**src/rtl/regfile_writeback.sv**
```systemverilog
// Write-back sequencer for the RV32I register file: merges ALU results with buffered load returns
// and keeps a busy scoreboard of in-flight load destinations. Define WB_FWD_EN to add write forwarding ports.
module regfile_writeback #(
    parameter  int DEPTH = 4,
    localparam int CW    = $clog2(DEPTH) + 1
) (
    input  logic          clk,
    input  logic          reset,
    input  logic          alu_valid,
    input  logic [4:0]    alu_rd,
    input  logic [31:0]   alu_data,
    input  logic          lsu_valid,
    output logic          lsu_ready,
    input  logic [4:0]    lsu_rd,
    input  logic [31:0]   lsu_data,
    input  logic          ld_issue_valid,
    input  logic [4:0]    ld_issue_rd,
    output logic          ld_issue_ready,
    output logic [31:0]   busy_mask,
    output logic [CW-1:0] fifo_count,
    output logic          we,
    output logic [4:0]    waddr,
    output logic [31:0]   wdata
`ifdef WB_FWD_EN
    ,
    input  logic [4:0]    fwd_raddr1,
    input  logic [4:0]    fwd_raddr2,
    output logic          fwd_hit1,
    output logic          fwd_hit2,
    output logic [31:0]   fwd_data1,
    output logic [31:0]   fwd_data2
`endif
);

    localparam int PW = $clog2(DEPTH);

    logic [4:0]    rd_mem   [DEPTH];
    logic [31:0]   data_mem [DEPTH];
    logic [PW-1:0] wr_ptr_reg;
    logic [PW-1:0] rd_ptr_reg;
    logic [CW-1:0] count_reg;
    logic [31:0]   busy_reg;
    logic [31:0]   busy_next;
    logic          we_reg;
    logic [4:0]    waddr_reg;
    logic [31:0]   wdata_reg;

    logic          push;
    logic          pop;
    logic          issue_take;
    logic [4:0]    head_rd;
    logic [31:0]   head_data;

    // Ready is based on the registered count, so a full FIFO stays not-ready even while popping.
    assign lsu_ready  = (count_reg != CW'(DEPTH));
    assign push       = lsu_valid && lsu_ready;
    assign pop        = !alu_valid && (count_reg != '0);
    assign head_rd    = rd_mem[rd_ptr_reg];
    assign head_data  = data_mem[rd_ptr_reg];

    assign ld_issue_ready = !busy_reg[ld_issue_rd];
    assign issue_take     = ld_issue_valid && ld_issue_ready;

    always_ff @(posedge clk) begin
        if (push) begin
            rd_mem[wr_ptr_reg]   <= lsu_rd;
            data_mem[wr_ptr_reg] <= lsu_data;
        end
    end

    always_ff @(posedge clk or posedge reset) begin
        if (reset) begin
            wr_ptr_reg <= '0;
            rd_ptr_reg <= '0;
            count_reg  <= '0;
        end else begin
            if (push) begin
                wr_ptr_reg <= wr_ptr_reg + PW'(1);
            end
            if (pop) begin
                rd_ptr_reg <= rd_ptr_reg + PW'(1);
            end
            case ({push, pop})
                2'b10:   count_reg <= count_reg + CW'(1);
                2'b01:   count_reg <= count_reg - CW'(1);
                default: count_reg <= count_reg;
            endcase
        end
    end

    // x0 is never reserved; a set and clear of the same register cannot coincide since issue sees busy=1.
    generate
        for (genvar gi = 0; gi < 32; gi++) begin : g_busy
            if (gi == 0) begin : g_zero
                assign busy_next[gi] = 1'b0;
            end else begin : g_reg
                logic set_bit;
                logic clr_bit;
                assign set_bit       = issue_take && (ld_issue_rd == 5'(gi));
                assign clr_bit       = pop && (head_rd == 5'(gi));
                assign busy_next[gi] = set_bit || (busy_reg[gi] && !clr_bit);
            end
        end
    endgenerate

    always_ff @(posedge clk or posedge reset) begin
        if (reset) begin
            busy_reg <= '0;
        end else begin
            busy_reg <= busy_next;
        end
    end

    // ALU results take the port unconditionally; the FIFO head only drains in ALU-idle cycles.
    always_ff @(posedge clk or posedge reset) begin
        if (reset) begin
            we_reg    <= 1'b0;
            waddr_reg <= '0;
            wdata_reg <= '0;
        end else if (alu_valid) begin
            we_reg    <= (alu_rd != 5'd0);
            waddr_reg <= alu_rd;
            wdata_reg <= alu_data;
        end else if (pop) begin
            we_reg    <= (head_rd != 5'd0);
            waddr_reg <= head_rd;
            wdata_reg <= head_data;
        end else begin
            we_reg    <= 1'b0;
        end
    end

    assign busy_mask  = busy_reg;
    assign fifo_count = count_reg;
    assign we         = we_reg;
    assign waddr      = waddr_reg;
    assign wdata      = wdata_reg;

`ifdef WB_FWD_EN
    assign fwd_hit1  = we_reg && (waddr_reg == fwd_raddr1) && (waddr_reg != 5'd0);
    assign fwd_hit2  = we_reg && (waddr_reg == fwd_raddr2) && (waddr_reg != 5'd0);
    assign fwd_data1 = wdata_reg;
    assign fwd_data2 = wdata_reg;
`endif

endmodule

```
**config.mk**
```make
export PLATFORM = sky130hd
export DESIGN_NAME = regfile_writeback
export DESIGN_NICKNAME = d
export VERILOG_FILES = /design/src/rtl/regfile_writeback.sv
export SDC_FILE = /design/constraint.sdc
export NUM_CORES = 1
export LEC_CHECK = 0
export CAP_MARGIN = 10
export CORE_MARGIN = 2
export CORE_UTILIZATION = 30
export DETAILED_ROUTE_END_ITERATION = 8
export DONT_BUFFER_PORTS = 1
export PLACE_DENSITY = 0.44
export SETUP_SLACK_MARGIN = 0.1
export SYNTH_ARGS = -nofsm -noshare
export SYNTH_HDL_FRONTEND = slang
export SYNTH_SLANG_ARGS = --single-unit
```
**constraint.sdc**
```tcl
create_clock -name clk -period 2.05 [get_ports clk]
set_input_delay 0.205 -clock clk [delete_from_list [all_inputs] [get_ports clk]]
set_output_delay 0.205 -clock clk [all_outputs]
set_load 0.02 [all_outputs]
```
Word-level counts from Yosys, hierarchy flattened. Memories as Yosys holds them, arrays and structs flattened. Index checks and enable logic that the tools add are counted.

Add/sub/neg operators: 4. Order comparisons: 1. Equal/unequal tests: 65. Multiplexer cells: 11. Reductions and logical operators: 165.

Operators by type and width (number): 5-bit == test, second input constant (32); 1-bit logical AND (96); 5-bit by 4-bit == test with 1-bit output, second input constant (16); 32-bit two-way mux (2); 5-bit by 3-bit == test with 1-bit output, second input constant (8); 1-bit zero test (33); 1-bit logical OR (31); 5-bit by 2-bit == test with 1-bit output, second input constant (4); 5-bit by 1-bit == test with 1-bit output, second input constant (2); 5-bit two-way mux (2); 5-bit nonzero test (2); 5-bit by 6-bit less-than comparator with 1-bit output, second input constant (1); 3-bit one-hot mux with 2 select lines (1); 1-bit binary-select mux with 5-bit select (1); 1-bit two-way mux (5); 2-bit by 1-bit adder with 2-bit output, second input constant (2); 2-bit nonzero test (2); 3-bit by 1-bit adder with 3-bit output, second input constant (1); 3-bit != test, second input constant (1); 3-bit nonzero test (1); 3-bit by 1-bit subtractor with 3-bit output, second input constant (1); 2-bit by 1-bit == test with 1-bit output, second input constant (1); 2-bit == test, second input constant (1).

Register bits: 76. RAM bits: 148. Input bits: 84. Output and inout bits: 75. Word-level logic and storage cells: 255. Memories: 2.

Memory list: data_mem (depth 4, width 32, read ports 1, clocked after memory_dff 0, wr ports 1, RTL line 38) `logic [31:0] data_mem [DEPTH];`; rd_mem (depth 4, width 5, read ports 1, clocked after memory_dff 0, wr ports 1, RTL line 37) `logic [4:0] rd_mem [DEPTH];`.

Depth between registers and ports, before layout.
Depth in word-level cells: 6. Mapped depth: 10. Gate-level depth less buffers: 10.

Worst setup path after synthesis. Ideal clock, no wire load.

Path type: register to register. Start: reg count_reg[0] (netlist: fifo_count[0]). End: mem data_mem[0][0], enable pin. Library setup time: 398 ps. Arrival: 1872 ps. Slack: -220 ps. Cell stages (with the launch flop): 4. Path buffers: 0. Clock period less this slack: 2270 ps. Cell sequence: dfrtp_1 > inv_1 > nand3_1 > and3_1.

Cells in the longest elaborated chain, start to end: 4.

RTL lines: start, declared (RTL line 41) `logic [CW-1:0] count_reg;`; start signal, assigned (RTL line 84) `2'b10: count_reg <= count_reg + CW'(1);`; start signal, assigned (RTL line 85) `2'b01: count_reg <= count_reg - CW'(1);`; start signal, assigned (RTL line 86) `default: count_reg <= count_reg;`; 3-bit != test (RTL line 55) `assign lsu_ready = (count_reg != CW'(DEPTH));`; named net lsu_ready (RTL line 13) `output logic lsu_ready,`; 1-bit logical AND (RTL line 56) `assign push = lsu_valid && lsu_ready;`; 1-bit two-way mux (RTL line 65) `if (push) begin`; 1-bit two-way mux (implied by the code) (RTL line 67) `data_mem[wr_ptr_reg] <= lsu_data;`; end, declared (RTL line 38).

The timed path passes the listed nets, and every way through them passes these cells.

Final worst setup path.
Start: reg busy_reg[9] (netlist: busy_mask[9]). End: out ld_issue_ready.

Cells in the longest elaborated chain, start to end: 3.

RTL lines: start, declared (RTL line 42) `logic [31:0] busy_reg;`; start signal, assigned (RTL line 110) `busy_reg <= busy_next;`; 1-bit binary-select mux with 5-bit select (RTL line 61) `assign ld_issue_ready = !busy_reg[ld_issue_rd];`; 1-bit two-way mux (implied by the code) (RTL line 61); 1-bit zero test (RTL line 61); end, declared (RTL line 18) `output logic ld_issue_ready,`.

Every way passes these cells. The select of a mux whose other input is x is not followed.

==> flow_metrics.py <==
metrics = {
    "synthesis": {
        "synth_area_leaders": "edfxtp_1 (48%), dfrtp_1 (21%), mux4_2 (10%)",
        "ys.flop_type": "edfxtp_1",
        "synth_area_per_cell_um2": 16.4,
        "synthArstFlopShare_pct": 33.9,
        "seq_area_frac_synth_pct": 68.8,
        "syn-cell-area_mm2": 0.00923,
        "ys_types": 44,
        "synth_top_area_share_pct": 48.2,
        "syn_nets": 652,
        "synth_top_cell_by_area": "edfxtp_1",
        "yosys_warnings": 0,
        "synth_edf_count": 148,
        "synth_cells": 562,
        "synth-seq-cells": 224,
    },
    "clock_network": {
        "cts.clk_slew.worst_paths_ns": 0.06,
        "cts_root_buf": "clkbuf_16",
        "clockBufferDepth": 3,
        "cts_tree": "yes",
        "worst_skew_pair.late_latency_ns": 0.52,
        "numClockSinks": 224,
        "cts_max_level": 1,
        "cts_buffers": 25,
    },
    "sta": {
        "report.final.slew_viol_count": 0,
        "worstMarginPinSlew_ns": 0.526,
        "fin_hold_ws_ns": 0.0133,
        "grt_setup_unrepaired": "yes",
        "worst_slack_ns": -0.224,
        "post-route-min-period_ns": 2.27,
        "fin_skew_ns": 0.0106,
        "hold_viol": 0,
        "slew_headroom_pct": 64.9,
        "setup_viol": 1,
        "fmax_mhz": 440,
        "fin_tns_setup_ns": -0.224,
        "min_period_over_period_pct": 111,
    },
    "setup_path": {
        "rrSetupSlack_ns": 0.01,
        "path_max_fanout": 3,
        "endpoint_kind": "output port",
        "start_kind": "flop",
        "critical_path_class": "flop to output port",
        "r2r_cells": 6,
        "rr_endpoint": "busy_mask[12]$_DFF_PP0_",
        "cp.required_ns": 1.85,
        "arrival_ns": 2.07,
        "r2r_start": "rd_ptr_reg[0]$_DFFE_PP0P_",
    },
    "die": {
        "die-area_mm2": 0.0322,
        "io_pins": 159,
        "die_w_um": 179,
        "rows": 64,
        "core_mm2": 0.0304,
        "die_y_um": 179,
        "initial_core_util_pct": 30.3,
    },
    "route": {
        "firstDrtPassIters": 4,
        "routed_wirelength_um": 24200,
        "vias": 5625,
        "viasPerCell": 5.01,
        "wl_per_cell_um": 21.6,
        "drt.antenna.violating_nets": 0,
        "drc": 0,
        "dr.first_iter.drc_count": 267,
    },
    "worst_hold_path": {
        "min_path_cells": 2,
        "hp-class": "primary input to flop",
        "whs_endpoint": "busy_mask[24]$_DFF_PP0_",
        "min_from": "ld_issue_rd[2]",
    },
    "grt": {
        "grt_pass1_wl_um": 35500,
        "track_usage_pct": 14.6,
        "grt_start_max_net_pins": 42,
        "grt_pass1_vias": 6096,
        "gr-total-overflow": 0,
        "antenna_found_initial": 0,
    },
    "run_status": {
        "status": "complete, but fails checks",
        "violations": "negative setup slack",
    },
    "power": {
        "pwr-share-comb_pct": 35.2,
        "power.total_uw": 18400,
        "power.share.clock_pct": 24.0,
        "p_leak_uw": 0.00441,
        "p_seq_share_pct": 40.8,
        "p_sw_uw": 6620,
        "swShare_pct": 36.0,
        "p_int_uw": 11800,
        "peakVddDrop_mv": 0.577,
        "power_density_mw_per_mm2": 1500,
    },
    "job": {
        "maxCapViolCount": 0,
    },
    "final_layout": {
        "finalNonFillerCells": 1122,
        "fin_nets": 798,
        "drive_gt1_share_pct": 32.0,
        "areaGrowthSynthToFinish_pct": 32.9,
        "largest_reg_flops": 128,
        "antenna_cells": 0,
    },
    "placed_design": {
        "placedCellCount": 976,
        "dp_hpwl_um": 15300,
        "io_buffer_count": 0,
        "gp_congestion": 0.788,
        "pre_cts_ws_ns": -0.0716,
    },
}
## stage by stage
stage	util (%)	area (um2)
global route	40.3	12300
floorplan	-	9240
global placement	33.2	10100
detailed placement	33.2	10100
finish	40.3	12300
CTS	39.0	11900
## how the worst max path moves through the flow
stage | startpoint | to | slack (ns) | cells after the start
after global placement | rd_ptr_reg[0]$_DFFE_PP0P_ | busy_mask[11]$_DFF_PP0_ | 0.02 | 4
after CTS | busy_mask[9]$_DFF_PP0_ | ld_issue_ready | -0.24 | 5
after detailed placement | rd_ptr_reg[0]$_DFFE_PP0P_ | busy_mask[16]$_DFF_PP0_ | -0.07 | 5
final | busy_mask[9]$_DFF_PP0_ | ld_issue_ready | -0.22 | 5
after floorplan | fifo_count[1]$_DFFE_PP0P_ | fifo_count[2]$_DFFE_PP0P_ | -0.08 | 10
after global routing | busy_mask[9]$_DFF_PP0_ | ld_issue_ready | -0.30 | 5
## placed cells by master (no fill, tap or decap), types with 5 or more instances in the layout
cell type      synthesis  routed
clkinv_2               0       7
inv_1                 11       8
dlygate4sd3_1          0      83
o31ai_1               38      14
buf_6                  2       7
mux2i_1               38      38
o31ai_4                0      10
nor2_1                 7       5
nand2_1               42      41
o41ai_2                1       7
o31ai_2                0      14
o41ai_1               12       6
dfrtp_2                0       8
dfrtp_1               76      68
o21ai_0               41      35
o21ai_1                4       8
buf_4                  1      55
nand2b_1               9       5
buf_12                 0       9
clkbuf_16              0      25
edfxtp_1             148     148
mux4_2                43      43
## power by group through the flow
stage          logic [uW]  clock network [uW]  registers (uW)
2_1_floorplan        3070                   0            7710
3_3_place_gp         5230                   0            7520
5_1_grt              6980                4730            7660
4_1_cts              5800                4550            7510
6_report             6470                4410            7510
3_5_place_dp         5330                   0            7580
## critical path, cell delays in order, from the launching register on
cell	delay, ns
dfrtp_2	0.46
mux4_2	0.50
nor2_2	0.11
a211oi_2	0.06
o31ai_1	0.24
buf_4	0.18
## routing by layer
layer  vias up  track usage, %  share of wire, %
li1       2515               -                 -
met1      2891            18.5                41
met2       190            25.0                50
met3        29            3.84               7.3
met4         0            3.76               1.5
met5         -               0                 0
## cell families after synthesis
kind of cell | share of synthesized area (%)
xor+xnor | 0.570
compound gates | 7.73
simple gates | 4.56
fa+ha+maj | 0.895
mux | 15.1
buf+inv | 2.33
other cells | 0.0406
flops | 68.8
## timing repair
action                                  CTS  global route
gates resized for setup                  21            64
endpoints found under the hold margin   278             0
gates cloned                              0             1
pin swaps                                 2            15
endpoints found under the setup margin   35            40
hold buffers                             83             0
buffers inserted                          7            10
## final cells by class
cell class / instances / area [um2]
Tap cell: 396 / 495
Multi-Input combinational cell: 290 / 3030
Sequential cell: 224 / 6360
Timing Repair Buffer: 155 / 1520
Fill cell: 2839 / 18200
Clock buffer: 29 / 651
Inverter: 12 / 48.8
Clock inverter: 16 / 165
## Yosys cell counts (all sizes together), types with 5 or more instances
master  instances
nor2            7
o31ai          38
mux2i          38
dfrtp          76
clkbuf         14
nand2b          9
o41ai          13
mux4           43
inv            12
edfxtp        148
buf            23
o21ai          45
ha              5
nand2          42
No activity file was read; power rests on OpenSTA's default activity.
